## config.mk

```make
export PLATFORM = sky130hd
export DESIGN_NAME = mvm_engine
export DESIGN_NICKNAME = d
export VERILOG_FILES = /design/src/rtl/mvm_pkg.sv /design/src/rtl/mvm_dot4.sv /design/src/rtl/mvm_engine.sv
export SDC_FILE = /design/constraint.sdc
export NUM_CORES = 1
export LEC_CHECK = 0
export ABC_AREA = 0
export BUFFER_PORTS_ARGS = -buffer_cell sky130_fd_sc_hd__buf_2
export CAP_MARGIN = 0
export CORE_MARGIN = 2
export CORE_UTILIZATION = 45
export CTS_BUF_LIST = sky130_fd_sc_hd__clkbuf_16
export CTS_CLUSTER_SIZE = 10
export DETAILED_ROUTE_END_ITERATION = 10
export PLACE_DENSITY_LB_ADDON = 0.08
export SETUP_SLACK_MARGIN = 0.3
export SLEW_MARGIN = 30
export SYNTH_ARGS = -nofsm -noshare
export SYNTH_HDL_FRONTEND = slang
export SYNTH_SLANG_ARGS = --single-unit
```

## constraint.sdc

```tcl
create_clock -name clk -period 10.7 [get_ports clk]
set_clock_uncertainty 0.2 [all_clocks]
set_input_delay 2.675 -clock clk [delete_from_list [all_inputs] [get_ports clk]]
set_output_delay 2.675 -clock clk [all_outputs]
set_load 0.1 [all_outputs]
```

## src/rtl/mvm_pkg.sv

```systemverilog
// Shared definitions for the matrix-vector multiply engine.
// The ReLU clamp is selected in mvm_engine by the MVM_RELU_EN macro.
package mvm_pkg;

    localparam int N_ROWS = 4;
    localparam int ELEM_W = 4;
    localparam int VEC_W  = N_ROWS * ELEM_W;
    localparam int PROD_W = 2 * ELEM_W;
    localparam int SUM_W  = PROD_W + 2;

    // Instruction-level codes the surrounding pipeline uses to reach this block
    localparam logic [4:0] OPC_MVM     = 5'b11111;
    localparam logic [4:0] OPC_DIC     = 5'b11110;
    localparam logic [2:0] MEM_SRC_DIC = 3'b110;

    typedef enum logic {
        IDLE    = 1'b0,
        COMPUTE = 1'b1
    } state_t;

endpackage

```

## src/rtl/mvm_dot4.sv

```systemverilog
// Combinational signed dot product of two packed 4-element vectors.
// Each product is 8-bit signed; the 4-term sum is 10-bit signed and cannot overflow.
module mvm_dot4
    import mvm_pkg::*;
(
    input  logic [VEC_W-1:0]        a_i,
    input  logic [VEC_W-1:0]        b_i,
    output logic signed [SUM_W-1:0] dot_o
);

    // Multiply element pairs and accumulate the sign-extended products
    always_comb begin
        logic signed [ELEM_W-1:0] ea;
        logic signed [ELEM_W-1:0] eb;
        logic signed [PROD_W-1:0] prod;
        dot_o = '0;
        ea    = '0;
        eb    = '0;
        prod  = '0;
        for (int unsigned c = 0; c < N_ROWS; c++) begin
            ea    = a_i[c*ELEM_W +: ELEM_W];
            eb    = b_i[c*ELEM_W +: ELEM_W];
            prod  = ea * eb;
            dot_o = dot_o + SUM_W'(prod);
        end
    end

endmodule

```

## src/rtl/mvm_engine.sv

```systemverilog
// Matrix-vector multiply engine: 4x4 signed weight matrix times a 4-element
// vector, one result row per cycle. Define MVM_RELU_EN to clamp negative
// row sums to zero before they are written back.
module mvm_engine
    import mvm_pkg::*;
#(
    parameter int N_ROWS = mvm_pkg::N_ROWS,
    parameter int ELEM_W = mvm_pkg::ELEM_W
) (
    input  logic                       clk,
    input  logic                       rst,
    input  logic                       acc,
    input  logic                       acc_mode,
    input  logic [1:0]                 acc_sel,
    input  logic [N_ROWS*ELEM_W-1:0]   op_a,
    input  logic                       dic_rd,
    output logic [15:0]                dic_data,
    output logic                       busy,
    output logic                       stall
);

    localparam logic [1:0] LAST_ROW = 2'(N_ROWS - 1);

    state_t                      state_q;
    logic [1:0]                  row_q;
    logic                        busy_q;
    logic [N_ROWS*ELEM_W-1:0]    vec_q;
    logic [N_ROWS*ELEM_W-1:0]    w_q   [N_ROWS];
    logic [15:0]                 res_q [N_ROWS];

    logic signed [SUM_W-1:0]     dot;
    logic [15:0]                 res_d;
    logic                        load_cmd;
    logic                        start_cmd;

    assign load_cmd  = (state_q == IDLE) && acc &&  acc_mode;
    assign start_cmd = (state_q == IDLE) && acc && !acc_mode;

    mvm_dot4 u_dot4 (
        .a_i   (w_q[row_q]),
        .b_i   (vec_q),
        .dot_o (dot)
    );

    // Value written to the current result row
    always_comb begin
`ifdef MVM_RELU_EN
        res_d = dot[SUM_W-1] ? '0 : 16'(dot);
`else
        res_d = 16'(dot);
`endif
    end

    // Control FSM plus weight, vector and result storage
    always_ff @(posedge clk or posedge rst) begin
        if (rst) begin
            state_q <= IDLE;
            row_q   <= '0;
            busy_q  <= 1'b0;
            vec_q   <= '0;
            for (int unsigned i = 0; i < N_ROWS; i++) begin
                w_q[i]   <= '0;
                res_q[i] <= '0;
            end
        end else begin
            case (state_q)
                IDLE: begin
                    if (load_cmd) begin
                        w_q[acc_sel] <= op_a;
                    end else if (start_cmd) begin
                        vec_q   <= op_a;
                        row_q   <= '0;
                        state_q <= COMPUTE;
                        busy_q  <= 1'b1;
                    end
                end
                COMPUTE: begin
                    res_q[row_q] <= res_d;
                    row_q        <= row_q + 2'd1;
                    if (row_q == LAST_ROW) begin
                        state_q <= IDLE;
                        busy_q  <= 1'b0;
                    end
                end
            endcase
        end
    end

    assign busy     = busy_q;
    assign stall    = busy_q & (acc | dic_rd);
    assign dic_data = res_q[acc_sel];

endmodule

```

==> impl_metrics.toml <==
[global_routing]
grt_antenna_before_repair = 0
grt_max_degree = 74
grt_pass1_wl_um = 28800
grt.total_usage_pct = 18.7
overflow = 0
grt_pass1_vias = 5625

[cts]
cts_root_buf = "clkbuf_16"
ctsLongestPathBuffers = 2
post_cts_buffers = 0
clk_latency_ns = 0.42
clk_pin_slew_worst_paths_ns = 0.06
cts.sinks = 124
cts_tree = "built"
cts-resized-gates = 0
cts-buffers-inserted = 17
hold_buffers = 0
htree_num_levels = 4

[worst_setup_path]
rr_startpoint = "row_q[1]"
path_max_fanout = 14
arrival_ns = 4.06
cp-startpoint = "acc_sel[0]"
critical_path_class = "in -> out"
end_kind = "output port"
start_kind = "primary input"
cp.required_ns = 7.83

[yosys]
post-synth-top-count-cell = "dfrtp_1"
synth_seq_area_share_pct = 36.1
syn_nets = 823
syn_avg_cell_area_um2 = 12.6
synthCells = 683
yosysTopAreaCell = "dfrtp_1"
synthDistinctLibCells = 43
yosysTopAreaCellShare_pct = 36.1
ys_ff_latch = 124
syn_area_um2 = 8600
synth_ff_type = "dfrtp_1"
synth-edff-count = 0
synth_area_leaders = "dfrtp_1 (36%), fa_1 (19%), mux2_2 (13%)"
ys_async_sr_fraction_pct = 100
synthTopCellsByCount = "dfrtp_1 (124), mux2_2 (102), inv_1 (99)"
yosys_warnings = 0

[die]
core_um2 = 18700
die_area_um2 = 20200
start_util_pct = 46.0
die_x_um = 142
rows = 50
die_height_um = 142
ios = 41

[detailed_routing]
vias = 5052
first_pass_iters = 4
drc = 0
viasPerCell = 5.22
postRouteAntennaNets = 0
wirelength_um = 17300
drtIter0Drc = 138
wl_per_cell_um = 17.9

[sta]
hold_violations = 0
finalCritPeriodShare_pct = 64.8
setup_viol = 0
timing.fmax_mhz = 144
slew_headroom_pct = 35.8
worstMarginPinSlew_ns = 0.960
report.final.slew_viol_count = 0
period_minus_slack_ns = 6.93
rsz0062_at_grt = "false"
setup_tns_ns = 0

[finish]
antennaDiodeCount = 0
synthToLayoutAreaGrowth_pct = 11.8
nets = 861
fill_cells = 1611
seq_area_um2 = 3100
drive_gt1_share_pct = 29.1
multi_input_comb_area_um2 = 4980

[hold_path]
min_path_type = "reg -> reg"
hold_start = "res_q[54]"

[placement]
gp_congestion = 0.881
hpwlAfterDp_um = 13300
place.port_buffers = 40

[status]
status = "complete, no violations"

[job]
max_cap_viol_count = 0
cells in the final DEF, fill, tap and decap left out, types with 8 or more instances in the layout:
cell type,netlist,routed
fa_1,81,81
buf_2,8,40
o21ai_0,15,15
xnor2_1,17,17
inv_1,99,99
ha_1,36,36
mux4_2,26,26
clkbuf_16,0,17
nand2_1,37,37
nor2_1,17,17
and2_1,36,36
nand2b_1,8,8
mux2_2,102,102
dfrtp_1,124,123
sequential cells by signal, indices dropped and copies added (netlist names):
register and cells:
busy 1, vec_q 16, res_q 40, row_q 2, state_q 1, w_q 64
metrics by stage:
stage / hold WS [ns] / instance area, µm² / setup slack (ns) / utilization (%) / instances
final: 0.280 / 9620 / 3.77 / 51.4 / 967
after global routing: 0.315 / 9620 / 3.67 / 51.4 / 967
after CTS: 0.282 / 9600 / 3.74 / 51.3 / 966
after detailed placement: 0.269 / 8980 / 3.74 / 48.0 / 935
after global placement: 0.258 / 8980 / 3.77 / 48.0 / 935
after floorplan: 0.243 / 8600 / 3.57 / - / 683
metal layers:
| layer | vias up | global-route usage [%] | wire (µm) |
|---|---|---|---|
| met5 | - | 0 | 0 |
| met4 | 0 | 6.79 | 288 |
| met3 | 26 | 3.53 | 459 |
| met2 | 80 | 30.8 | 8440 |
| met1 | 2609 | 24.9 | 8100 |
| li1 | 2337 | - | - |
worst max-delay path, stage by stage:
cell	delay, ns
buf_2	0.40
mux4_2	0.64
buf_2	0.32
cell type report:
cell class,instances,area share [%]
repair buffers,45,2.55
inverters,99,3.89
flip-flops and latches,124,32.3
multi-input cells,434,51.8
clock inverters,14,2.03
clock buffers,17,4.42
well taps,234,3.04
worst paths after layout:
path | end | slack [ns] | depth (start not counted)
max | dic_data[14] | 3.77 | 3
min | res_q[54] | 0.28 | 2
max reg2reg | res_q[62] | 4.15 | 19
min reg2reg | res_q[54] | 0.28 | 2
max in group asynchronous | row_q[0] | 7.09 | 3
min in group asynchronous | w_q[12] | 2.13 | 2
cells by family (layout without fill, tap and decap cells):
logic type,Yosys count,after routing,synth area share [%]
and+or+nand+nor,113,113,6.91
buffers and inverters,125,175,6.05
DFF,124,124,36.1
muxes,130,130,20.4
xor gates and xnor gates,19,19,1.93
AOI/OAI and AO/OA,55,55,4.55
adders and majority gates,117,117,24.1
Power is not shown: default switching activity piles up to over one toggle a cycle in this logic, so the estimate is an artifact.
